--- src/rtl/uart_tx_engine.sv ---
// UART transmit serializer: pops bytes from a FWFT TX FIFO and shifts out 8N1/8N2 frames.
// Optional parity bit is compiled in with `define UART_TX_PARITY_EN.
module uart_tx_engine #(
   parameter int DATA_BITS  = 8,
   parameter int STOP_BITS  = 1,
   parameter int PARITY_ODD = 0
) (
   input  logic        clk,
   input  logic        reset,
   input  logic        enable,
   input  logic [15:0] uart_clock_divide,
   input  logic [7:0]  fifo_data,
   input  logic        fifo_data_present,
   output logic        fifo_read,
   output logic        serial_out,
   output logic        tx_busy,
   output logic        tx_done
);

   localparam logic [2:0] BIT_LAST  = 3'(DATA_BITS - 1);
   localparam logic [2:0] STOP_LAST = 3'(STOP_BITS - 1);

   typedef enum logic [2:0] {
      ST_IDLE   = 3'd0,
      ST_START  = 3'd1,
      ST_DATA   = 3'd2,
      ST_STOP   = 3'd3
`ifdef UART_TX_PARITY_EN
      , ST_PARITY = 3'd4
`endif
   } state_t;

   function automatic logic frame_parity(input logic [DATA_BITS-1:0] data);
      if (PARITY_ODD != 0) begin
         return ~(^data);
      end else begin
         return ^data;
      end
   endfunction

   state_t               state_r;
   state_t               state_nxt_s;
   logic [15:0]          baud_cnt_r;
   logic [15:0]          baud_nxt_s;
   logic [DATA_BITS-1:0] shift_r;
   logic [DATA_BITS-1:0] shift_nxt_s;
   logic [2:0]           bit_cnt_r;
   logic [2:0]           bit_nxt_s;
   logic                 fifo_read_r;
   logic                 read_nxt_s;
   logic                 serial_out_r;
   logic                 serial_nxt_s;
   logic                 tx_busy_r;
   logic                 busy_nxt_s;
   logic                 tx_done_r;
   logic                 done_nxt_s;
   logic                 baud_tick_s;
`ifdef UART_TX_PARITY_EN
   logic                 parity_r;
   logic                 parity_nxt_s;
`endif

   // Divide is compared live; >= lets a shrinking divide end the bit at once instead of wrapping.
   assign baud_tick_s = (baud_cnt_r >= uart_clock_divide);

   // Next-state and next-output decode; every output is registered from these values.
   always_comb begin
      state_nxt_s  = state_r;
      baud_nxt_s   = 16'd0;
      shift_nxt_s  = shift_r;
      bit_nxt_s    = bit_cnt_r;
      read_nxt_s   = 1'b0;
      serial_nxt_s = 1'b1;
      busy_nxt_s   = tx_busy_r;
      done_nxt_s   = 1'b0;
`ifdef UART_TX_PARITY_EN
      parity_nxt_s = parity_r;
`endif
      if (state_r != ST_IDLE) begin
         baud_nxt_s = baud_tick_s ? 16'd0 : (baud_cnt_r + 16'd1);
      end else begin
         baud_nxt_s = 16'd0;
      end

      case (state_r)
         ST_IDLE: begin
            if (enable && fifo_data_present) begin
               state_nxt_s  = ST_START;
               read_nxt_s   = 1'b1;
               busy_nxt_s   = 1'b1;
               shift_nxt_s  = fifo_data[DATA_BITS-1:0];
               bit_nxt_s    = 3'd0;
               serial_nxt_s = 1'b0;
`ifdef UART_TX_PARITY_EN
               parity_nxt_s = frame_parity(fifo_data[DATA_BITS-1:0]);
`endif
            end else begin
               serial_nxt_s = 1'b1;
            end
         end
         ST_START: begin
            if (baud_tick_s) begin
               state_nxt_s  = ST_DATA;
               serial_nxt_s = shift_r[0];
            end else begin
               serial_nxt_s = 1'b0;
            end
         end
         ST_DATA: begin
            if (!baud_tick_s) begin
               serial_nxt_s = shift_r[0];
            end else if (bit_cnt_r == BIT_LAST) begin
               bit_nxt_s = 3'd0;
`ifdef UART_TX_PARITY_EN
               state_nxt_s  = ST_PARITY;
               serial_nxt_s = parity_r;
`else
               state_nxt_s  = ST_STOP;
               serial_nxt_s = 1'b1;
`endif
            end else begin
               bit_nxt_s    = bit_cnt_r + 3'd1;
               shift_nxt_s  = {1'b0, shift_r[DATA_BITS-1:1]};
               serial_nxt_s = shift_r[1];
            end
         end
`ifdef UART_TX_PARITY_EN
         ST_PARITY: begin
            if (baud_tick_s) begin
               state_nxt_s  = ST_STOP;
               serial_nxt_s = 1'b1;
            end else begin
               serial_nxt_s = parity_r;
            end
         end
`endif
         ST_STOP: begin
            serial_nxt_s = 1'b1;
            if (baud_tick_s && (bit_cnt_r == STOP_LAST)) begin
               state_nxt_s = ST_IDLE;
               bit_nxt_s   = 3'd0;
               busy_nxt_s  = 1'b0;
               done_nxt_s  = 1'b1;
            end else if (baud_tick_s) begin
               bit_nxt_s = bit_cnt_r + 3'd1;
            end else begin
               bit_nxt_s = bit_cnt_r;
            end
         end
         default: begin
            state_nxt_s  = ST_IDLE;
            busy_nxt_s   = 1'b0;
            serial_nxt_s = 1'b1;
         end
      endcase
   end

   // State and output registers; reset drops an in-flight byte and parks the line high.
   always_ff @(posedge clk or negedge reset) begin
      if (!reset) begin
         state_r      <= ST_IDLE;
         baud_cnt_r   <= 16'd0;
         shift_r      <= '0;
         bit_cnt_r    <= 3'd0;
         fifo_read_r  <= 1'b0;
         serial_out_r <= 1'b1;
         tx_busy_r    <= 1'b0;
         tx_done_r    <= 1'b0;
`ifdef UART_TX_PARITY_EN
         parity_r     <= 1'b0;
`endif
      end else begin
         state_r      <= state_nxt_s;
         baud_cnt_r   <= baud_nxt_s;
         shift_r      <= shift_nxt_s;
         bit_cnt_r    <= bit_nxt_s;
         fifo_read_r  <= read_nxt_s;
         serial_out_r <= serial_nxt_s;
         tx_busy_r    <= busy_nxt_s;
         tx_done_r    <= done_nxt_s;
`ifdef UART_TX_PARITY_EN
         parity_r     <= parity_nxt_s;
`endif
      end
   end

   assign fifo_read  = fifo_read_r;
   assign serial_out = serial_out_r;
   assign tx_busy    = tx_busy_r;
   assign tx_done    = tx_done_r;

endmodule

--- config.mk ---
export PLATFORM = sky130hd
export DESIGN_NAME = uart_tx_engine
export DESIGN_NICKNAME = d
export VERILOG_FILES = /design/src/rtl/uart_tx_engine.sv
export SDC_FILE = /design/constraint.sdc
export NUM_CORES = 1
export LEC_CHECK = 0
export CORE_MARGIN = 1
export CORE_UTILIZATION = 30
export CTS_BUF_LIST = sky130_fd_sc_hd__clkbuf_8
export DETAILED_ROUTE_END_ITERATION = 8
export SYNTH_ARGS = -nofsm -noshare
export SYNTH_HDL_FRONTEND = slang
export SYNTH_SLANG_ARGS = --single-unit
--- constraint.sdc ---
create_clock -name clk -period 2.9 [get_ports clk]
set_input_delay 0.435 -clock clk [delete_from_list [all_inputs] [get_ports clk]]
set_output_delay 0.435 -clock clk [all_outputs]
set_load 0.05 [all_outputs]
==> metrics.md <==
| Metric | Value |
|---|---|
| Pwr per Cell Area | `680 mW/mm^2` |
| Slowest Stage Delay on Critical Path | `0.45 ns` |
| Synth Instances | `roughly 220` |
| HPWL Detailed | `3290 microns` |
| Clk sink count | `33` |
| Antenna viol nets, final | `0` |
| WL final | `4300 microns` |
| IO buf count | `31` |
| FF/Latch Area | `827 sq um` |
| Maximum clock rate | `0.381 GHz` |
| Area leader, netlist | `dfrtp_1` |
| Width of the die | `~90 microns` |
| Synth top area share | `roughly 37%` |
| Layout cells sized above 1 | `15.7%` |
| Post-Synthesis Cell Area | `0.00219 sq mm` |
| TritonCTS Buffers | `5` |
| Critical Path Sink Type | `flip-flop` |
| RSZ-0062 raised after global routing | `false` |
| MaxCap Viol Count | `0` |
| WS Path Type | `in2reg` |
| WL/cell | `between 10 and 15 microns` |
| End of the worst register-to-register path | `state_r[0]` |
| HP Start | `baud_cnt_r[0]` |
| Crit path max fanout | `7` |
| Hold Path Stages | `1` |
| Later-pin clock latency in the skew report | `0.29 ns` |
| Initial antenna violation count | `0` |
| Ys async rst share | `100%` |
| Root buffer cell | `clkbuf_8` |
| Post_cts resized | `0` |
| CP required | `a little over 3 ns` |
| Hold Crit Class | `reg2reg` |
| Part of the cycle the worst path needs | `90.4%` |
| Critical path, cell by cell | `clkdlybuf4s50_1 > inv_1 > ha_1 > nor2b_1 > o211a_1 > o311ai_4 > nand4b_4 > o2111ai_1 > mux2_2` |
| H-tree depth | `2` |
| Num rows | `30` |
| CTS tree | `built` |
| Outcome | `completed` |
| Clk_skew | `slightly below 0.01 ns` |
| # placed instances | `roughly 350` |
| Vias in the first global route | `1615` |
| Multi-input logic area | `0.00123 sq mm` |
| I/O pin cnt | `32` |
| Via density | `4.54` |
| Grt total ovfl | `0` |
| Placed cell areas | `0.00264 sq mm` |
| Slowest cell on crit path | `clkdlybuf4s50_1` |
| R2r setup slk | `0.49 ns` |
| Gp weighted congestion | `0.789` |
| Synth area leaders | `dfrtp_1 37%, ha_1 14%, inv_1 4.5%` |
| Largest net degree at the start of global routing | `34` |
| Arrival time at the worst endpoint | `2.80 ns` |
| Peak VDD IR | `394 uV` |
| DRC Markers | `0` |
| Area of the core | `0.00691 sq mm` |
| Final #Nets | `312` |
| # fillers | `707` |
| Flops & latches, synth | `33` |
| Area grow syn2layout | `25.2%` |
| Worst-path clk slew | `~0.080 ns` |
| First-pass GRT wire length | `7410 microns` |
| CTS Hold Bufs | `0` |
| Sequential area share after synthesis | `37.8%` |
| DRT iter0 DRCs | `between 40 and 50` |
| Yosys warning count | `0` |
| WP buf/inv | `2` |
| Worst r2r path cells | `7` |
| Levels on crit path | `9` |
| Synth Net Count | `271` |
| Min Tclk post-route | `2.62 ns` |
| Min Hold Slack | `0.511 ns` |
| Final Hold Viols | `0` |
| Distinct cells, synth | `46` |
| Post-Syn Area per Cell | `9.99 sq um` |
| Slew Limit Headroom | `66.1%` |
| Initial Util | `roughly a third` |
| Die area | `0.00764 sq mm` |
| Leak Pwr | `1.24 nW` |
| Setup bufs post-CTS | `0` |
| Worst-margin pin slew | `~0.50 ns` |
| All-Layer GR Usage | `about 13%` |
| CTS max path bufs | `2` |
| Slew Viols, Final | `0` |
| Crit start category | `input port` |
| Synth Flop Type | `dfrtp_1` |
| Chip height | `87.4 microns` |
| RR Startpoint | `baud_cnt_r[1]` |
| Hold Path End | `baud_cnt_r[0]` |
| Finished Layout Cells | `around 360` |
| Kind of cell adding the most delay to the critical path | `compound AO/OA/AOI/OAI gates` |
| DR pass1 iterations | `4` |
| Via count | `between 1.5k and 2k` |
| EDFF count, synth | `0` |
| # setup viols final | `0` |
| N_diodes | `0` |
| Final instance area | `approximately 0.0027 sq mm` |
synthesized netlist by cell type (all sizes together) (2+ instances only):
cell type / number
dfrtp: 32
nor2: 29
inv: 26
ha: 24
nand2: 17
a21oi: 8
nand3: 8
or2: 8
xor2: 8
o221a: 6
xnor2: 6
and3: 5
nor2b: 4
o21ai: 4
a22o: 2
and2: 2
buf: 2
mux2: 2
nand2b: 2
nor3b: 2
o211a: 2
worst max path at each step:
stage,start,endpoint,slack (ns)
floorplan,uart_clock_divide[1],state_r[0],0.57
global placement,uart_clock_divide[1],state_r[0],0.03
detailed placement,uart_clock_divide[1],state_r[0],-0.0007
CTS,uart_clock_divide[1],state_r[0],0.30
global route,uart_clock_divide[1],bit_cnt_r[1],0.17
finish,uart_clock_divide[1],state_r[0],0.28
cell families after synthesis:
| family | synth area share, % |
|---|---|
| compound gates | 12.5 |
| xor+xnor | 5.60 |
| fa+ha+maj | 13.7 |
| buf+inv | 5.89 |
| flops | 37.8 |
| mux | 1.49 |
| simple gates | 23.0 |
per-stage QoR:
step                      total power, mW  worst slack, ns   TNS (ns)  util [%]
final                                1.86            0.279          0      39.7
after global routing                 2.00            0.175          0      39.7
after CTS                            1.88            0.301          0      39.7
after detailed placement             1.48        -0.000701  -0.000701      38.2
after global placement               1.46           0.0316          0      38.2
after floorplan                      1.26            0.573          0         -
cells in the final DEF (no fill, tap or decap), types with 2 or more instances in the layout:
master and count:
buf_4 4, nand3_1 8, a22o_1 2, and3_1 5, nor3b_1 2, nor2_4 8, xor2_1 8, o21ai_0 4
nand2b_1 2, or2_2 7, o221a_2 6, clkbuf_8 7, and2_1 2, clkdlybuf4s50_1 31, inv_1 26, a21oi_1 8
nor2b_1 4, nand2_1 17, o211a_1 2, xnor2_1 6, ha_1 24, nor2_2 2, nor2_1 19, dfrtp_1 32
state kept, by name, indices dropped and copies added, names as in the netlist:
register    flops
baud_cnt_r     16
shift_r         8
bit_cnt_r       3
state_r         2
fifo_read       1
serial_out      1
tx_busy         1
tx_done         1
per-layer routing:
| metal | GRT usage, % | wire length, microns | vias to the layer above | share of wire, % |
|---|---|---|---|---|
| met2 | 20.2 | 1900 | 34 | 44 |
| li1 | - | - | 829 | - |
| met5 | 0 | 0 | - | 0 |
| met4 | 4.02 | 59 | 0 | 1.4 |
| met1 | 16.5 | 2130 | 751 | 49 |
| met3 | 3.32 | 209 | 7 | 4.9 |
final cells by class:
class                      instances  area share, %
clock buffer                       7           3.52
clock inverter                     1          0.183
inverter                          26           3.56
multi-input combinational        158           45.0
sequential                        33           30.2
tap                               96           4.39
timing repair buffer              36           13.2
where the power goes:
part	switching [mW]	internal [mW]	total, mW
sequential	0.0904	0.576	0.667
combinational	0.451	0.353	0.803
clock	0.177	0.215	0.391
Note: power is estimated with default switching activity, not from simulation.
